`config.mk`:
```
export PLATFORM = sky130hd
export DESIGN_NAME = decrypt_seq_ctrl
export DESIGN_NICKNAME = d
export VERILOG_FILES = /design/src/rtl/decrypt_seq_pkg.sv /design/src/rtl/seq_phase_counter.sv /design/src/rtl/decrypt_seq_ctrl.sv
export SDC_FILE = /design/constraint.sdc
export NUM_CORES = 1
export LEC_CHECK = 0
export CAP_MARGIN = 20
export CORE_AREA = 2 2 302 304
export DETAILED_ROUTE_END_ITERATION = 8
export DIE_AREA = 0 0 304 306
export SYNTH_ARGS = -nofsm -noshare
export SYNTH_HDL_FRONTEND = slang
export SYNTH_SLANG_ARGS = --single-unit
```
`constraint.sdc`:
```
create_clock -name clk -period 2.2 [get_ports clk]
set_input_delay 0.44 -clock clk [delete_from_list [all_inputs] [get_ports clk]]
set_output_delay 0.44 -clock clk [all_outputs]
set_load 0.01 [all_outputs]
```
`src/rtl/decrypt_seq_pkg.sv`:
```
// Shared types and constants for the decrypt sequencing controller.
package decrypt_seq_pkg;

    // Controller states
    typedef enum logic [2:0] {
        ST_IDLE    = 3'd0,
        ST_KEY_RST = 3'd1,
        ST_KEY_EXP = 3'd2,
        ST_DECRYPT = 3'd3,
        ST_DONE    = 3'd4
    } seq_state_e;

    // Default phase lengths for the attached decrypt core
    localparam int unsigned DEF_KEY_CYCLES = 32'd9;
    localparam int unsigned DEF_DEC_CYCLES = 32'd12;

    // Width of a counter able to hold the longer of the two phase lengths
    function automatic int unsigned phase_cnt_width(input int unsigned key_cycles,
                                                    input int unsigned dec_cycles);
        int unsigned longest;
        longest = (key_cycles > dec_cycles) ? key_cycles : dec_cycles;
        return $clog2(longest + 32'd1);
    endfunction

endpackage

```
`src/rtl/seq_phase_counter.sv`:
```
// Phase counter: counts cycles spent in a timed state and flags the last one.
// load restarts the count with a new terminal value, clr restarts it with a
// zero terminal value, and the count saturates at the terminal value so it
// can never wrap.
module seq_phase_counter #(
    parameter int unsigned W = 4
) (
    input  logic         clk,
    input  logic         reset_n,
    input  logic         clr_i,
    input  logic         load_i,
    input  logic [W-1:0] term_i,
    input  logic         en_i,
    output logic         tc_o
);

    localparam logic [W-1:0] CNT_ONE  = W'(1'b1);
    localparam logic [W-1:0] CNT_ZERO = {W{1'b0}};

    logic [W-1:0] cnt_q, cnt_d;
    logic [W-1:0] term_q, term_d;

    // Next count / terminal value selection
    always_comb begin
        cnt_d  = cnt_q;
        term_d = term_q;
        if (clr_i) begin
            cnt_d  = CNT_ZERO;
            term_d = CNT_ZERO;
        end else if (load_i) begin
            cnt_d  = CNT_ZERO;
            term_d = term_i;
        end else if (en_i && (cnt_q != term_q)) begin
            cnt_d  = cnt_q + CNT_ONE;
        end else begin
            cnt_d  = cnt_q;
        end
    end

    // Count and terminal value registers
    always_ff @(posedge clk or negedge reset_n) begin
        if (!reset_n) begin
            cnt_q  <= CNT_ZERO;
            term_q <= CNT_ZERO;
        end else begin
            cnt_q  <= cnt_d;
            term_q <= term_d;
        end
    end

    assign tc_o = (cnt_q == term_q);

endmodule

```
`src/rtl/decrypt_seq_ctrl.sv`:
```
// Sequencing controller for an external multi-cycle decrypt core.
// Accepts a cyphertext/key request, runs the key schedule only when the
// expanded key is not already cached, runs the decrypt phase, and holds the
// captured plaintext until the consumer takes it.
module decrypt_seq_ctrl
    import decrypt_seq_pkg::*;
#(
    parameter int unsigned KEY_CYCLES = DEF_KEY_CYCLES,
    parameter int unsigned DEC_CYCLES = DEF_DEC_CYCLES
) (
    input  logic           clk,
    input  logic           reset_n,
    input  logic           in_valid,
    output logic           in_ready,
    input  logic [127:0]   in_cyphertext,
    input  logic [127:0]   in_key,
    input  logic           key_flush,
    input  logic           abort,
    output logic           out_valid,
    input  logic           out_ready,
    output logic [127:0]   out_plaintext,
    output logic           core_reset_n_ka,
    output logic           core_en,
    output logic           core_reset_n,
    output logic           core_start,
    output logic [127:0]   core_cyphertext,
    output logic [127:0]   core_initial_key,
    input  logic [127:0]   core_plaintext
);

    localparam int unsigned  CW       = phase_cnt_width(KEY_CYCLES, DEC_CYCLES);
    localparam logic [CW-1:0] KEY_TERM = CW'(KEY_CYCLES - 32'd1);
    localparam logic [CW-1:0] DEC_TERM = CW'(DEC_CYCLES - 32'd1);

    seq_state_e     state_q, state_d;
    logic           cache_valid_q, cache_valid_d;
    logic [127:0]   cached_key_q, cached_key_d;
    logic           flush_pend_q, flush_pend_d;
    logic [127:0]   ct_q, ct_d;
    logic [127:0]   key_q, key_d;
    logic [127:0]   pt_q, pt_d;
    logic           in_ready_q;
    logic           out_valid_q;
    logic           ka_q, en_q, crst_q, start_q;

    logic           xfer_s;
    logic           hit_s;
    logic           entry_s;
    logic           load_s;
    logic           clr_s;
    logic           cnt_en_s;
    logic [CW-1:0]  term_s;
    logic           tc_s;

    // The key schedule must keep running once it is in use for this request
    function automatic logic ks_active(input seq_state_e st);
        return (st == ST_KEY_EXP) || (st == ST_DECRYPT) || (st == ST_DONE);
    endfunction

    // The datapath runs from start of decrypt until the result is consumed
    function automatic logic dp_active(input seq_state_e st);
        return (st == ST_DECRYPT) || (st == ST_DONE);
    endfunction

    assign in_ready = in_ready_q & ~abort;
    assign xfer_s   = in_valid & in_ready;
    // A flush arriving with the request wins over the cached key
    assign hit_s    = cache_valid_q & ~key_flush & (in_key == cached_key_q);

    // Next-state, cache and operand/result update logic
    always_comb begin
        state_d       = state_q;
        cache_valid_d = cache_valid_q;
        cached_key_d  = cached_key_q;
        flush_pend_d  = 1'b0;
        ct_d          = ct_q;
        key_d         = key_q;
        pt_d          = pt_q;
        case (state_q)
            ST_IDLE: begin
                if (xfer_s) begin
                    ct_d  = in_cyphertext;
                    key_d = in_key;
                    if (hit_s) begin
                        state_d = ST_DECRYPT;
                    end else begin
                        // The schedule is about to be reset, so the old key is gone
                        state_d       = ST_KEY_RST;
                        cache_valid_d = 1'b0;
                    end
                end else begin
                    state_d = ST_IDLE;
                end
            end
            ST_KEY_RST: begin
                flush_pend_d = flush_pend_q | key_flush;
                if (abort) begin
                    state_d       = ST_IDLE;
                    cache_valid_d = 1'b0;
                end else begin
                    state_d = ST_KEY_EXP;
                end
            end
            ST_KEY_EXP: begin
                flush_pend_d = flush_pend_q | key_flush;
                if (abort) begin
                    state_d       = ST_IDLE;
                    cache_valid_d = 1'b0;
                end else if (tc_s) begin
                    // A flush seen during expansion leaves the result uncached
                    state_d       = ST_DECRYPT;
                    cache_valid_d = ~(flush_pend_q | key_flush);
                    cached_key_d  = key_q;
                end else begin
                    state_d = ST_KEY_EXP;
                end
            end
            ST_DECRYPT: begin
                if (abort) begin
                    state_d = ST_IDLE;
                end else if (tc_s) begin
                    state_d = ST_DONE;
                    pt_d    = core_plaintext;
                end else begin
                    state_d = ST_DECRYPT;
                end
            end
            ST_DONE: begin
                if (out_ready) begin
                    state_d = ST_IDLE;
                end else begin
                    state_d = ST_DONE;
                end
            end
            default: begin
                state_d       = ST_IDLE;
                cache_valid_d = 1'b0;
            end
        endcase
        if (key_flush) begin
            cache_valid_d = 1'b0;
        end else begin
            cache_valid_d = cache_valid_d;
        end
    end

    // Phase counter control: restart on every state change, count in timed states
    always_comb begin
        entry_s  = (state_d != state_q);
        load_s   = entry_s & ((state_d == ST_KEY_EXP) || (state_d == ST_DECRYPT));
        clr_s    = entry_s & ~load_s;
        cnt_en_s = ~entry_s & ((state_q == ST_KEY_EXP) || (state_q == ST_DECRYPT));
        if (state_d == ST_KEY_EXP) begin
            term_s = KEY_TERM;
        end else begin
            term_s = DEC_TERM;
        end
    end

    seq_phase_counter #(
        .W (CW)
    ) u_phase_cnt (
        .clk     (clk),
        .reset_n (reset_n),
        .clr_i   (clr_s),
        .load_i  (load_s),
        .term_i  (term_s),
        .en_i    (cnt_en_s),
        .tc_o    (tc_s)
    );

    // State, cache and data registers
    always_ff @(posedge clk or negedge reset_n) begin
        if (!reset_n) begin
            state_q       <= ST_IDLE;
            cache_valid_q <= 1'b0;
            cached_key_q  <= 128'h0;
            flush_pend_q  <= 1'b0;
            ct_q          <= 128'h0;
            key_q         <= 128'h0;
            pt_q          <= 128'h0;
        end else begin
            state_q       <= state_d;
            cache_valid_q <= cache_valid_d;
            cached_key_q  <= cached_key_d;
            flush_pend_q  <= flush_pend_d;
            ct_q          <= ct_d;
            key_q         <= key_d;
            pt_q          <= pt_d;
        end
    end

    // Control outputs registered from the next state so they track state_q exactly
    always_ff @(posedge clk or negedge reset_n) begin
        if (!reset_n) begin
            in_ready_q  <= 1'b0;
            out_valid_q <= 1'b0;
            ka_q        <= 1'b0;
            en_q        <= 1'b0;
            crst_q      <= 1'b0;
            start_q     <= 1'b0;
        end else begin
            in_ready_q  <= (state_d == ST_IDLE);
            out_valid_q <= (state_d == ST_DONE);
            ka_q        <= cache_valid_d | ks_active(state_d);
            en_q        <= cache_valid_d | ks_active(state_d);
            crst_q      <= dp_active(state_d);
            start_q     <= dp_active(state_d);
        end
    end

    assign out_valid        = out_valid_q;
    assign out_plaintext    = pt_q;
    assign core_reset_n_ka  = ka_q;
    assign core_en          = en_q;
    assign core_reset_n     = crst_q;
    assign core_start       = start_q;
    assign core_cyphertext  = ct_q;
    assign core_initial_key = key_q;

endmodule

```
==> metrics.log, run 1 <==
[metrics] max layer used: met5
[metrics] post-synth design cell area: 21500 um^2
[metrics] worst-path fanout max: 7
[metrics] Data arrival, critical path: 2.87 ns
[metrics] overflow left after global routing: 0
[metrics] part of the Yosys area used for sequential elements: 61.3%
[metrics] number of buffers inserted during clock tree synthesis: 60
[metrics] remaining number of nets flagged by the antenna check after routing: 0
[metrics] Sink Count: 527
[metrics] classification of the worst-slack hold path: input port to asynchronous set/reset pin
[metrics] FF-to-FF Start: u_phase_cnt.term_q[1]
[metrics] number of unique standard cell types used by synthesis: 50
[metrics] post-layout utilization of the core: 39.5%
[metrics] final hold violation count: 0
[metrics] layout cell share with drive strength beyond 1: 18.4%
[metrics] Synth Register Bits: 527
[metrics] clock tree from TritonCTS: yes
[metrics] total detailed-routing wirelength: 80600 um
[metrics] drt via density: 4.27
[metrics] endpoint of the worst-slack reg-to-reg timing path: cached_key_q[66]
[metrics] cell with the most instances after synthesis: sky130_fd_sc_hd__nand2_1
[metrics] Critical-path top delay cell: sky130_fd_sc_hd__or3_4
[metrics] number of cells produced by synthesis: 1953
[metrics] power density normalized to cell area: 1300 nW/um^2
[metrics] detailed-routing iteration count for the pre-antenna-repair pass: 5
[metrics] Primary FF master, synth: sky130_fd_sc_hd__dfrtp_1
[metrics] number of global-route vias before repair: 18.0k
[metrics] H-tree depth: 2
[metrics] status: finished, violations left
[metrics] R2R setup slack: -0.15 ns
[metrics] number of placed instances, taps included: 3977
[metrics] combined buffer and inverter count along the critical path: 4
[metrics] synthesis warning total: 0
[metrics] Worst Path Class, Setup: flip-flop to flip-flop
[metrics] clock-pin slew of the registers on the worst-case setup and hold paths: 0.06 ns
[metrics] highest cell delay on the worst timing path: 0.40 ns
[metrics] cell family with most CP delay: simple AND/OR/NAND/NOR gates
[metrics] Detailed Place HPWL: 61000 um
[metrics] row count: 110
[metrics] maximum clock frequency: 425 MHz
[metrics] met2 WL post-DR: 39900 um
[metrics] remaining design rule violation count: 0
[metrics] Syn Area/Cell: 11.0 um^2
[metrics] max-cap viol count: 0
[metrics] net count after synthesis: 2344
[metrics] critical path depth in cells: 9
[metrics] async set-or-reset flop fraction in the synthesized netlist: 100%
[metrics] via total after detailed routing: 17.6k
[metrics] routed length per placed instance: 19.6 um
[metrics] Final Setup Violations: 126
[metrics] most prevalent standard cell on the critical path: sky130_fd_sc_hd__buf_12
[metrics] least setup slack across all paths after layout: -0.152 ns
[metrics] fraction of post-synthesis cell area in the top cell type by area: 61.3%
[metrics] 1st-iter DRT viols: 1111
[metrics] worst r2r path cells: 9
[metrics] clock tree root buffer cell: sky130_fd_sc_hd__clkbuf_16
[metrics] failing checks: negative setup slack
[metrics] routability cong.: 0.847
[metrics] Worst Setup EP: cached_key_q[66]
[metrics] global-route wire length before repair: 117000 um
[metrics] CP Capture Type: flip-flop
[metrics] RSZ-0062 raised after global routing: yes
[metrics] DRT met1 WL: 33300 um
[metrics] die area: 93000 um^2
[metrics] number of input and output port buffers inserted: 779
[metrics] Worst setup startpoint: u_phase_cnt.term_q[1]
[metrics] cell type with the largest total area after synthesis: sky130_fd_sc_hd__dfrtp_1
[metrics] Worst setup SP type: flip-flop
[metrics] critical path, cell by cell: or3_4 > a211oi_4 > buf_4 > nand3_4 > nor2_4 > buf_12 > clkbuf_16 > buf_12 > mux2_4
[metrics] initial antenna violation count: 13
[metrics] Floorplan Core Area: 89600 um^2
[metrics] standby leakage power: 16.7 nW
[metrics] Post-Route Skew: 0.0409 ns
[metrics] maximum number of pins on one net before global-route repair: 78
[metrics] synth top area cells: sky130_fd_sc_hd__dfrtp_1 61%, sky130_fd_sc_hd__nand2_1 13%, sky130_fd_sc_hd__mux2_1 6.6%
[metrics] clock network latency to the later pin of the worst-skew pair: 0.64 ns
[metrics] clock period minus final worst setup slack: 2.35 ns
[metrics] pins over their slew limit: 0
[metrics] I/O pins: 780
[metrics] die width: 304 um
[metrics] peak supply drop: 682 uV
[metrics] worst relative slew slack: 65.2%
[metrics] Data required, critical path: 2.72 ns
[metrics] detailed-routed wire length on met3: 5360 um
[metrics] Syn-to-layout area delta: 64.4%
[metrics] total global routing track utilization: 16.5%
[metrics] post-route non-filler standard cell count: 4122
[metrics] nets: 3280
[metrics] final critical-path share of the clock period: 107%
[metrics] most instantiated cells after synthesis: 760 x sky130_fd_sc_hd__nand2_1, 527 x sky130_fd_sc_hd__dfrtp_1, 127 x sky130_fd_sc_hd__mux2_1
[metrics] worst slew pin tran: 0.520 ns
[metrics] Initial Util: 24.0%
[metrics] die outline height: 306 um
[metrics] number of flops mapped to enable cells by yosys: 0
[metrics] clock buffer depth: 3
registers in the layout (all words and copies together), names as in the netlist:
register            flops
cache_valid_q           1
cached_key_q          128
core_cyphertext       128
core_en                 1
core_initial_key      128
core_start              1
flush_pend_q            1
in_ready_q              1
out_plaintext         128
out_valid               1
state_q                 3
u_phase_cnt.cnt_q       4
u_phase_cnt.term_q      2
cells in the final DEF (no fill, tap or decap), drive strengths merged, types with 14 or more instances in the layout:
master	count
clkbuf	98
xor2	47
buf	179
mux2	241
nor4	17
clkdlybuf4s50	771
xnor2	43
nand2b	39
inv	41
o21ai	36
nand2	760
o2111ai	14
dfrtp	527
how the worst min path moves through the flow:
stage | start | endpoint | depth (start not counted) | slack [ns]
2_1_floorplan | reset_n | cache_valid_q | 0 | 0.14
3_3_place_gp | reset_n | core_cyphertext[2] | 1 | 0.34
3_5_place_dp | reset_n | core_cyphertext[2] | 1 | 0.34
4_1_cts | reset_n | core_cyphertext[2] | 2 | 0.24
5_1_grt | reset_n | core_cyphertext[2] | 2 | 0.28
6_report | reset_n | core_cyphertext[2] | 2 | 0.29
stage by stage:
stage | total power [mW] | instance area (um^2) | setup TNS, ns | worst slack (ns) | hold WS [ns]
after floorplan | 23.0 | 21500 | -1.28 | -0.0466 | 0.144
after global placement | 33.9 | 32000 | -28.67 | -0.905 | 0.337
after detailed placement | 34.1 | 32000 | -37.27 | -0.924 | 0.339
after CTS | 45.5 | 34500 | -8.15 | -0.144 | 0.242
after global routing | 48.5 | 35400 | -26.67 | -0.278 | 0.284
final | 45.9 | 35400 | -13.19 | -0.152 | 0.286
final cells by class:
type | instances | area, um^2
tap | 1176 | 1470
antenna | 7 | 17.5
clock inverter | 23 | 338
multi-input combinational | 1295 | 8400
inverter | 39 | 146
fill | 8641 | 54200
sequential | 527 | 13200
timing repair buffer | 966 | 10000
clock buffer | 89 | 1810
layer usage:
layer / track usage, % / vias to the layer above
met5: 0 / -
met4: 4.87 / 10
met3: 4.49 / 111
met2: 28.2 / 549
met1: 20.3 / 8694
li1: - / 8239
cells by family (layout without fill, tap and decap cells):
logic type	count (synthesis)	in the layout	synth area share, %
compound gates	85	85	2.73
fa+ha+maj	1	1	0.0581
flops	527	527	61.3
buf+inv	131	1117	2.99
xor+xnor	90	90	3.66
simple gates	878	878	16.7
other cells	0	7	0
mux	241	241	12.6
power breakdown:
part | internal, mW | leakage, nW | switching, mW
registers | 13.9 | 6.71 | 2.88
logic | 10.5 | 8.91 | 7.96
clock network | 6.41 | 1.06 | 4.28
what timing repair did:
| item | in CTS | in global routing |
|---|---|---|
| gates resized for setup | 69 | 159 |
| pin swaps | 5 | 9 |
| cloned | 2 | 9 |
| setup endpoints to repair | 57 | 230 |
| setup buffers | 7 | 8 |
| hold endpoints to repair | 90 | 0 |
| hold buffers | 1 | 0 |
(Power assumes the default switching activity.)
==> run 2, diff against run 1 <==
- CORE_AREA: 2 2 302 304 -> 2 2 306 308
- DIE_AREA: 0 0 304 306 -> 0 0 308 310
- DONT_BUFFER_PORTS: unset -> 1
==> run 2 against run 1 <==
  * The run ends with negative hold slack, max-slew violations, negative setup slack left
  * First-iteration DRC count is 22% higher
  * Cell area is 13% lower
  * Clock skew down 0.0048 ns
  * Hold slack worse by 0.80 ns
  * Via count shrank 5.5%
  * Setup slack worse by 0.0034 ns
  * Global-route usage fell by 1.1 points
  * Maximum frequency shrank 0.14%
  * Critical endpoint is now out_plaintext[107]
  * Largest cell class unchanged
  * Largest power group is now sequential cells
  * Highest routed layer unchanged
==> metrics.log, run 2 (synthesis gave the netlist of run 1 again) <==
[metrics] classification of the worst-slack hold path: input port to asynchronous set/reset pin
[metrics] row count: 112
[metrics] die width: 308 um
[metrics] peak supply drop: 786 uV
[metrics] Sink Count: 527
[metrics] clock-pin slew of the registers on the worst-case setup and hold paths: 0.07 ns
[metrics] fillcell total: 8956
[metrics] post-layout utilization of the core: 33.3%
[metrics] die area: 95500 um^2
[metrics] number of buffers inserted during clock tree synthesis: 57
[metrics] clock tree root buffer cell: sky130_fd_sc_hd__clkbuf_16
[metrics] Initial Util: 23.3%
[metrics] least setup slack across all paths after layout: -0.155 ns
[metrics] die outline height: 310 um
[metrics] R2R setup slack: -0.16 ns
[metrics] remaining number of nets flagged by the antenna check after routing: 0
[metrics] Syn-to-layout area delta: 43.2%
[metrics] status: finished, violations left
[metrics] worst hold slack across all endpoints: -0.514 ns
[metrics] standby leakage power: 14.9 nW
[metrics] RSZ-0062 raised after global routing: yes
[metrics] cell area after placement: 23500 um^2
[metrics] max-cap viol count: 0
[metrics] multi-input combinational cell area: 8600 um^2
[metrics] remaining design rule violation count: 0
[metrics] fraction of met3 tracks used by global routing: 5.35%
[metrics] final critical-path share of the clock period: 107%
[metrics] total detailed-routing wirelength: 82100 um
[metrics] routability cong.: 0.865
[metrics] total global routing track utilization: 15.4%
[metrics] clock network latency to the later pin of the worst-skew pair: 0.65 ns
[metrics] layout cell share with drive strength beyond 1: 19.4%
[metrics] commonest cells after routing, fill and taps aside: 757 x sky130_fd_sc_hd__nand2_1, 527 x sky130_fd_sc_hd__dfrtp_1, 384 x sky130_fd_sc_hd__dlygate4sd3_1
[metrics] critical path, cell by cell: or3_4 > a211oi_4 > buf_4 > buf_6 > nand4_4 > buf_12 > clkbuf_16 > mux2_1
[metrics] Critical-path top delay cell: sky130_fd_sc_hd__or3_4
[metrics] number of input and output port buffers inserted: 0
[metrics] clock tree from TritonCTS: yes
[metrics] worst r2r path cells: 8
[metrics] 1st-iter DRT viols: 1356
[metrics] failing checks: negative hold slack, max-slew violations, negative setup slack
[metrics] met2 track utilization from global routing: 24.3%
[metrics] highest cell delay on the worst timing path: 0.39 ns
[metrics] I/O pins: 780
[metrics] pins over their slew limit: 263
[metrics] detailed-routing iteration count for the pre-antenna-repair pass: 5
[metrics] CP Capture Type: flip-flop
[metrics] number of global-route vias before repair: 16.6k
[metrics] worst-path fanout max: 9
[metrics] initial antenna violation count: 10
[metrics] via total after detailed routing: 16.6k
[metrics] global-route wire length before repair: 110000 um
[metrics] H-tree depth: 2
[metrics] final hold violation count: 346
[metrics] overflow left after global routing: 0
[metrics] FF-to-FF Start: u_phase_cnt.term_q[1]
[metrics] maximum clock frequency: 425 MHz
[metrics] Worst setup SP type: flip-flop
[metrics] clock buffer depth: 3
[metrics] endpoint of the worst-slack reg-to-reg timing path: out_plaintext[107]
[metrics] worst slew pin tran: 2.68 ns
[metrics] Post-Route Skew: 0.0361 ns
[metrics] met1 Track Usage GR: 18.9%
[metrics] Top Usage Layer GRT: met2
[metrics] Data required, critical path: 2.71 ns
[metrics] Floorplan Core Area: 92500 um^2
[metrics] drt via density: 4.53
[metrics] area taken by flip-flops and latches: 13200 um^2
[metrics] clock period minus final worst setup slack: 2.36 ns
[metrics] worst setup slack before clock tree synthesis: -0.483 ns
[metrics] power density normalized to cell area: 1280 nW/um^2
[metrics] most common cell after layout, fill and taps aside: sky130_fd_sc_hd__nand2_1
[metrics] Final Setup Violations: 237
[metrics] nets: 2816
[metrics] CTS hold repair buffers: 384
[metrics] final standard cell area without fillers: 30800 um^2
[metrics] maximum number of pins on one net before global-route repair: 528
[metrics] total power of the final layout: 39.4 mW
[metrics] Data arrival, critical path: 2.86 ns
[metrics] Detailed Place HPWL: 53500 um
[metrics] routed length per placed instance: 22.3 um
[metrics] Worst Path Class, Setup: flip-flop to flip-flop
[metrics] worst relative slew slack: -78.4%
run 2: power by group:
group	switching, mW	total [mW]	internal (mW)
Sequential	5.87	19.7	13.9
Clock	4.23	9.99	5.76
Combinational	4.37	9.67	5.30
Total	14.5	39.4	24.9
run 2: critical path: cells and delay by family, from the launching register on:
kind / cells / cell delay, ns
buf+inv: 4 / 0.66
simple gates: 2 / 0.55
flops: 1 / 0.38
mux: 1 / 0.32
compound gates: 1 / 0.27
run 2: metal layers:
layer	wire length [um]	up-vias
met2	38700	755
met5	38	-
met1	32900	8397
met3	7290	188
met4	3200	6
li1	-	7295
run 2: worst max-delay path by stage:
stage                          startpoint                 end  slack, ns  cells after the start
global route        u_phase_cnt.term_q[1]   out_plaintext[54]      -0.25                      8
global placement               in_key[26]             core_en      -0.58                      7
detailed placement             in_key[26]             core_en      -0.48                      7
floorplan            u_phase_cnt.cnt_q[0]    cached_key_q[35]      -0.05                      7
CTS                      cached_key_q[62]             core_en      -0.12                      8
finish              u_phase_cnt.term_q[1]  out_plaintext[107]      -0.16                      8
run 2: final cells by class:
class / instances / share of cell area [%]
multi-input cells: 1295 / 27.9
well taps: 1197 / 4.86
clock inverters: 27 / 0.941
inverters: 39 / 0.475
repair buffers: 505 / 17.6
clock buffers: 80 / 5.39
diodes: 6 / 0.0487
flip-flops and latches: 527 / 42.8
run 2: metrics by stage:
stage	setup TNS, ns	hold WS [ns]	instances
2_1_floorplan	-1.28	0.144	1953
3_3_place_gp	-5.24	0.153	3143
3_5_place_dp	-4.11	0.151	3143
4_1_cts	-0.587	-0.566	3638
5_1_grt	-44.01	-0.558	3674
6_report	-20.56	-0.514	3676
run 2: timing repair:
item	in CTS	in global routing
resized for setup	51	214
hold endpoints to repair	913	529
buffers inserted	2	21
pin swaps	21	16
cloned	2	12
setup endpoints to repair	54	232
